**src/rtl/out_port.sv**
```systemverilog
// out_port: output port on the 8-bit CPU datapath.
//
// The controller pulses outload on an OUT instruction; the accumulator byte
// on din is captured into a DEPTH-entry FIFO. Queued bytes are delivered to an
// external peripheral over a valid/ready handshake. full lets the controller
// stall further OUT instructions.
//
// Optional feature macro: OUTPORT_OVF_EN
//   When defined, adds the ovf/clrovf ports. ovf is a sticky flag recording a
//   push attempted while full. When undefined, dropped pushes are silent.
//
// Ports:
//   clk      in   clock, all state changes on posedge
//   rst      in   asynchronous active-low reset
//   din      in   [7:0] byte from the accumulator
//   outload  in   push strobe from the controller
//   dout     out  [7:0] head-of-queue byte
//   dvalid   out  dout holds a valid byte
//   dready   in   peripheral accepts dout this cycle
//   full     out  count == DEPTH
//   empty    out  count == 0
//   count    out  [AW:0] occupied entries, 0..DEPTH
//   ovf      out  sticky overflow (OUTPORT_OVF_EN only)
//   clrovf   in   clears ovf, set wins on collision (OUTPORT_OVF_EN only)
//
// Handshake: a byte transfers at a posedge where dvalid && dready are both
// high. While dvalid is high, dout and dvalid hold until that transfer;
// pushes write only at the tail and never touch the head entry.

module out_port #(
  parameter int DEPTH = 4,
  parameter int AW    = 2
) (
  input  logic          clk,
  input  logic          rst,
  input  logic [7:0]    din,
  input  logic          outload,
  output logic [7:0]    dout,
  output logic          dvalid,
  input  logic          dready,
  output logic          full,
  output logic          empty,
  output logic [AW:0]   count
`ifdef OUTPORT_OVF_EN
  ,
  output logic          ovf,
  input  logic          clrovf
`endif
);

  localparam logic [AW:0] CNT_FULL = (AW+1)'(DEPTH);

  logic [7:0]    mem [DEPTH];
  logic [AW-1:0] wp;
  logic [AW-1:0] rp;
  logic          push;
  logic          pop;

  // Status comes from the registered count, so a push attempted while full is
  // dropped even if a pop frees a slot at the same edge.
  assign full   = (count == CNT_FULL);
  assign empty  = (count == '0);
  assign dvalid = !empty;
  assign dout   = mem[rp];

  assign push = outload && !full;
  assign pop  = dvalid && dready;

  // Storage is cleared on reset so dout reads 0 straight after reset.
  always_ff @(posedge clk or negedge rst) begin
    if (!rst) begin
      for (int i = 0; i < DEPTH; i++) begin
        mem[i] <= '0;
      end
    end else if (push) begin
      mem[wp] <= din;
    end
  end

  // Pointers wrap naturally because DEPTH == 2**AW.
  always_ff @(posedge clk or negedge rst) begin
    if (!rst) begin
      wp <= '0;
      rp <= '0;
    end else begin
      if (push) wp <= wp + AW'(1);
      if (pop)  rp <= rp + AW'(1);
    end
  end

  always_ff @(posedge clk or negedge rst) begin
    if (!rst) begin
      count <= '0;
    end else begin
      case ({push, pop})
        2'b10:   count <= count + (AW+1)'(1);
        2'b01:   count <= count - (AW+1)'(1);
        default: count <= count;
      endcase
    end
  end

`ifdef OUTPORT_OVF_EN
  // Set has priority over clear so an overflow in the clearing cycle is kept.
  always_ff @(posedge clk or negedge rst) begin
    if (!rst) begin
      ovf <= 1'b0;
    end else if (outload && full) begin
      ovf <= 1'b1;
    end else if (clrovf) begin
      ovf <= 1'b0;
    end
  end
`endif

endmodule

```
**config.mk**
```make
export PLATFORM = sky130hd
export DESIGN_NAME = out_port
export DESIGN_NICKNAME = d
export VERILOG_FILES = /design/src/rtl/out_port.sv
export SDC_FILE = /design/constraint.sdc
export NUM_CORES = 1
export LEC_CHECK = 0
export BUFFER_PORTS_ARGS = -buffer_cell sky130_fd_sc_hd__buf_4
export CAP_MARGIN = 20
export CORE_UTILIZATION = 55
export CTS_CLUSTER_DIAMETER = 30
export DETAILED_ROUTE_END_ITERATION = 12
export GPL_ROUTABILITY_DRIVEN = 0
export GPL_TIMING_DRIVEN = 0
export PLACE_DENSITY = 0.77
export SYNTH_ARGS = -nofsm -noshare
export SYNTH_HDL_FRONTEND = slang
export SYNTH_SLANG_ARGS = --single-unit
```
**constraint.sdc**
```tcl
create_clock -name clk -period 5.5 [get_ports clk]
set_input_delay 0.275 -clock clk [delete_from_list [all_inputs] [get_ports clk]]
set_output_delay 0.275 -clock clk [all_outputs]
set_load 0.01 [all_outputs]
```
# Word-level counts from Yosys, hierarchy flattened

Index checks and enable logic that the tools add are counted.
Widths: inputs -> output; s select.

Bits in registers: 39
Bits in latches: 0
Bits in writable memories: 0
Memory bits (read-only): 0
Bits of input ports: 12
Output and inout port bits: 14
Logic and storage cells: 33
Memories kept: 0

Add/subtract/negate cells: 4
Multipliers: 0
Divide/modulo/power cells: 0
Order comparisons: 3
Eq/ne operators: 3
Shift-type cells: 0
Mux-type cells: 7
Bitwise gates (word level): 2
Reductions and logical operators: 7

Operators with widths:

| kind                | number |
|---|---|
| $bwmux 32           | 1 |
| $mux 8              | 3 |
| $bmux 8 s2          | 1 |
| $demux 8 s2         | 1 |
| $ge 3x3->1 const B  | 2 |
| $not 2->3           | 2 |
| $pmux 3 s2          | 1 |
| $add 2x1->2 const B | 2 |
| $add 3x1->3 const B | 1 |
| $eq 3x3->1 const B  | 1 |
| $logic_and 1x1->1   | 3 |
| $logic_not 3->1     | 1 |
| $lt 3x1->1 const B  | 1 |
| $sub 3x1->3 const B | 1 |
| $eq 2x1->1 const B  | 1 |
| $eq 2x2->1 const B  | 1 |
| $logic_not 1->1     | 2 |
| $reduce_bool 2->1   | 1 |

# Logic depth before layout (Yosys ltp)

Depth in word-level cells: 6
Gate-level depth with buffers: 8
Depth with buffers taken out: 8

# Worst setup path before layout

No wires, ideal clock.

Path type: register to register
Start: register count[0]
End: register count[2]
Library setup time: 79 ps
Data arrival time: 2,116 ps
Data required time: 5,421 ps
Path slack: 3,305 ps
Cell stages (with the launch flop): 9
Buffers on the path: 0
Path through: dfrtp_1 > nor3b_2 > or2b_2 > ha_1 > inv_1 > fa_1 > xor2_1 > nor2_1 > xor2_1

Cells in the longest elaborated chain, start to end: 5
Elaborated cells between the ends (all ways): 12

RTL lines:

| element                                         | line | source |
|---|---|---|
| start: declaration                              | 43   | `output logic [AW:0] count` |
| start signal: assignment                        | 96   | `2'b10: count <= count + (AW+1)'(1);` |
| start signal: assignment                        | 97   | `2'b01: count <= count - (AW+1)'(1);` |
| start signal: assignment                        | 98   | `default: count <= count;` |
| $eq 3x3->1 (*)                                  | 61   | `assign full = (count == CNT_FULL);` |
| named net full                                  | 41   | `output logic full,` |
| $logic_not 1->1 (*)                             | 66   | `assign push = outload && !full;` |
| $logic_and 1x1->1 (*)                           | 66   |  |
| $eq 2x1->1 or $eq 2x2->1 (tied branches)        | 95   | `case ({push, pop})` |
| $pmux 3 s2 or $reduce_bool 2->1 (tied branches) | --   |  |

Mark *: on every way through the listed nets, which the timed path passes. The rest lies on a longest branch.
A chain may end at the register's enable or synchronous reset.

# Worst setup path in the final report

Start: register count[0]
End: register count[2]

Cells in the longest elaborated chain, start to end: 5
Elaborated cells between the ends (all ways): 12

RTL lines:

| element                                         | line |
|---|---|
| $eq 3x3->1 or $logic_not 3->1 (tied branches)   | 61, 62 |
| $logic_not 1->1, on equally long branches       | 66, 63 |
| $logic_and 1x1->1, on equally long branches     | 66, 67 |
| $eq 2x1->1 or $eq 2x2->1 (tied branches)        | 95 |
| $pmux 3 s2 or $reduce_bool 2->1 (tied branches) | -- |

Parallel ways exist; a longest one is shown, timed or not.

==> run_results.csv <==
group,metric,value,unit
drt,drc,0,
logic_synthesis,syn_nets,133,
logic_synthesis,syn_avg_cell_area,15.6,um2
floorplanning,rows,20,
clock_network,cts_max_path_buffers,2,
global_routing,gr-max-usage-layer,"met2",
floorplanning,die_w,59.1,um
critical_path,worstPathArrival,2.54,ns
global_routing,grt_start_max_net_pins,40,
floorplanning,core-area,3080,um2
drt,avgRoutedWirePerCell,15.7,um
cells_and_area,final_nets,166,
place,numPortBuffers,25,
clock_network,clk_latency,0.34,ns
timing,finalWorstSetupSlack,3.23,ns
critical_path,end_kind,"register",
drt,drt_iter0_drc,39,
place,dp.cells,184,
global_routing,grt.total_usage,21.9,%
critical_path,rr_endpoint,"count[2]$_DFFE_PN0P_",
critical_path,critPathKind,"register to register",
status,run_status,"completed",
timing,skew,0.00940,ns
run,drv_cap,0,
critical_path,cp_cell_sequence,"nor3b_2 > or2b_2 > ha_1 > inv_1 > fa_1 > xor2_1 > nor2_1 > xor2_1",
power,swShare,31.8,%
timing,worst_hold_slack,0.184,ns
global_routing,grt_pass1_wl,5.33,mm
cells_and_area,utilization,68.7,%
power,p_seq_share,39.1,%
timing,relSlewSlack,60.2,%
clock_network,cts_tree,"built",
clock_network,clock-sinks,39,
global_routing,grtUsageMet2,35.6,%
clock_network,clkTransAtPathRegs,0.11,ns
cells_and_area,area_growth,18.1,%
clock_network,cts_max_level,2,
timing,finalSetupViolCount,0,
critical_path,rrSetupSlack,3.23,ns
floorplanning,fp.dieH,59.1,um
critical_path,cp_slowest_cell,"dfrtp_1",
global_routing,grt_use_met3,6.55,%
logic_synthesis,ys_warn_count,0,
min_path,hold_path_class,"input pin to register",
critical_path,endpoint,"count[2]$_DFFE_PN0P_",
place,dp_hpwl,2.05,mm
cells_and_area,diodes,0,
drt,routed_wl,3.02,mm
floorplanning,ios,26,
critical_path,crit_family,"simple AND/OR/NAND/NOR gates",
timing,tns,0,ns
timing,fmax,441,MHz
power,p_int,0.902,mW
drt,viasPerCell,5.35,
global_routing,antenna_found_initial,0,
global_routing,met1_usage,27.0,%
place,pre_cts_ws,3.21,ns
drt,drt_first_pass_iters,4,
timing,maxSlewViolCount,0,
floorplanning,die_area,3490,um2
critical_path,rr_worst_depth,8,
timing,worst_pin_slew,0.597,ns
power,total_leakage_power,0.943,nW
timing,fin_crit,2.27,ns
global_routing,overflow,0,
clock_network,numCtsBuffers,5,
cells_and_area,stdcell_count,192,
critical_path,startpoint,"count[0]$_DFFE_PN0P_",
clock_network,cts-resized-gates,0,
critical_path,critPathMaxFanout,6,
critical_path,cp_num_cells,8,
power,max-vdd-ir-drop,0.329,mV
critical_path,required,5.77,ns
floorplanning,start_util,58.2,%
logic_synthesis,syn-instance-count,115,
drt,via_count,1028,
drt,ant_nets,0,
cells_and_area,drive_gt1_share,54.7,%
critical_path,path_buf_inv,1,
clock_network,root_buffer,"clkbuf_4",
critical_path,slowest_delay,0.47,ns
logic_synthesis,ys_seq_elements,39,
timing,fin_crit_sh,41.2,%
logic_synthesis,seq_area_frac_synth,54.5,%
global_routing,grt_pass1_vias,1121,
power,switchingPower,0.421,mW
critical_path,worst_path_most_repeated_cell,"xor2_1",
logic_synthesis,synth_area,1790,um2
critical_path,critPathLaunchType,"register",
power,clkPwrFrac,13.8,%
power,power_frac_comb,47.0,%
timing,hold_violations,0,
cells_and_area,n_fill_cell,242,
logic_synthesis,synth_cell_types,18,
critical_path,r2r-start,"count[0]$_DFFE_PN0P_",
power,power_density,626,nW/um2
timing,rsz0062_at_grt,"no",
registers in the layout, indices dropped and copies added, names as in the netlist:
signal,cells
count,3
rp,2
mem,32
wp,2
worst register-to-register path: cells and delay by family (launching register included):
family | cells | cell delay [ns]
simple gates | 3 | 0.80
fa+ha+maj | 2 | 0.57
flops | 1 | 0.47
xor+xnor | 2 | 0.30
buf+inv | 1 | 0.06
stage by stage:
stage / instance area, um2 / total power, mW
after floorplan: 1790 / 0.937
after global placement: 2030 / 1.12
after detailed placement: 2030 / 1.16
after CTS: 2110 / 1.34
after global routing: 2110 / 1.43
final: 2110 / 1.32
worst min path at each step:
stage | startpoint | endpoint | slack, ns | depth (start not counted)
floorplan | rst | count[0]$_DFFE_PN0P_ | -0.02 | 0
global placement | rst | mem[21]$_DFFE_PN0P_ | 0.26 | 1
detailed placement | rst | mem[21]$_DFFE_PN0P_ | 0.28 | 1
CTS | din[4] | mem[20]$_DFFE_PN0P_ | 0.16 | 2
global route | din[3] | mem[11]$_DFFE_PN0P_ | 0.15 | 2
finish | din[4] | mem[20]$_DFFE_PN0P_ | 0.18 | 2
timing repair:
item | in CTS | in global routing
setup buffers | 0 | 0
hold buffers | 1 | 0
hold endpoints to repair | 39 | 0
power by group through the flow:
stage | Sequential, mW | Clock, mW | Combinational, mW
after CTS | 0.519 | 0.190 | 0.632
final | 0.518 | 0.183 | 0.622
after floorplan | 0.506 | 0 | 0.431
after global routing | 0.539 | 0.206 | 0.688
after global placement | 0.512 | 0 | 0.610
after detailed placement | 0.524 | 0 | 0.632
layer usage:
metal,vias to the layer above,routed length (um)
li1,470,-
met1,528,1410
met2,26,1470
met3,4,105
met4,0,30
met5,-,0
cells in the mapped netlist:
cell type	number	share of area (%)
dfrtp_1	39	55
nor2_1	1	0.21
or2b_2	1	0.49
buf_1	1	0.21
fa_1	1	1.1
nor3b_2	1	0.70
xor2_1	3	1.5
o31a_2	1	0.56
xnor2_1	3	1.5
nor2_2	4	1.4
ha_1	5	3.5
buf_2	1	0.28
inv_1	6	1.3
mux4_2	8	10
or3_2	1	0.42
nand2_1	5	1.0
mux2i_1	1	0.56
mux2_2	33	21
layout by cell type (no fill, tap or decap), types with 3 or more instances in the layout:
master	netlist	routed
nor2_2	4	4
dfrtp_1	39	39
ha_1	5	5
inv_1	6	6
mux4_2	8	8
nand2_1	5	5
mux2_2	33	33
xnor2_1	3	3
buf_4	0	25
clkbuf_4	0	5
xor2_1	3	3
logic make-up (layout without fill, tap and decap cells):
group / Yosys count / count (layout) / share of synthesized area [%]
mux: 42 / 42 / 31.4
flops: 39 / 39 / 54.5
simple gates: 13 / 13 / 4.26
buf+inv: 8 / 41 / 1.75
fa+ha+maj: 6 / 6 / 4.61
xor+xnor: 6 / 6 / 2.94
compound gates: 1 / 1 / 0.559
cell type report:
class                   count  area, um2  share of cell area (%)
multi-input cells          68        783                    37.0
clock buffers               6       41.3                    1.95
clock inverters             1       30.0                    1.42
flip-flops and latches     39        976                    46.2
inverters                   6       22.5                    1.07
repair buffers             26        198                    9.35
plain buffers               2       8.76                   0.414
well taps                  44       55.1                    2.60
No activity file was read; power rests on OpenSTA's default activity.
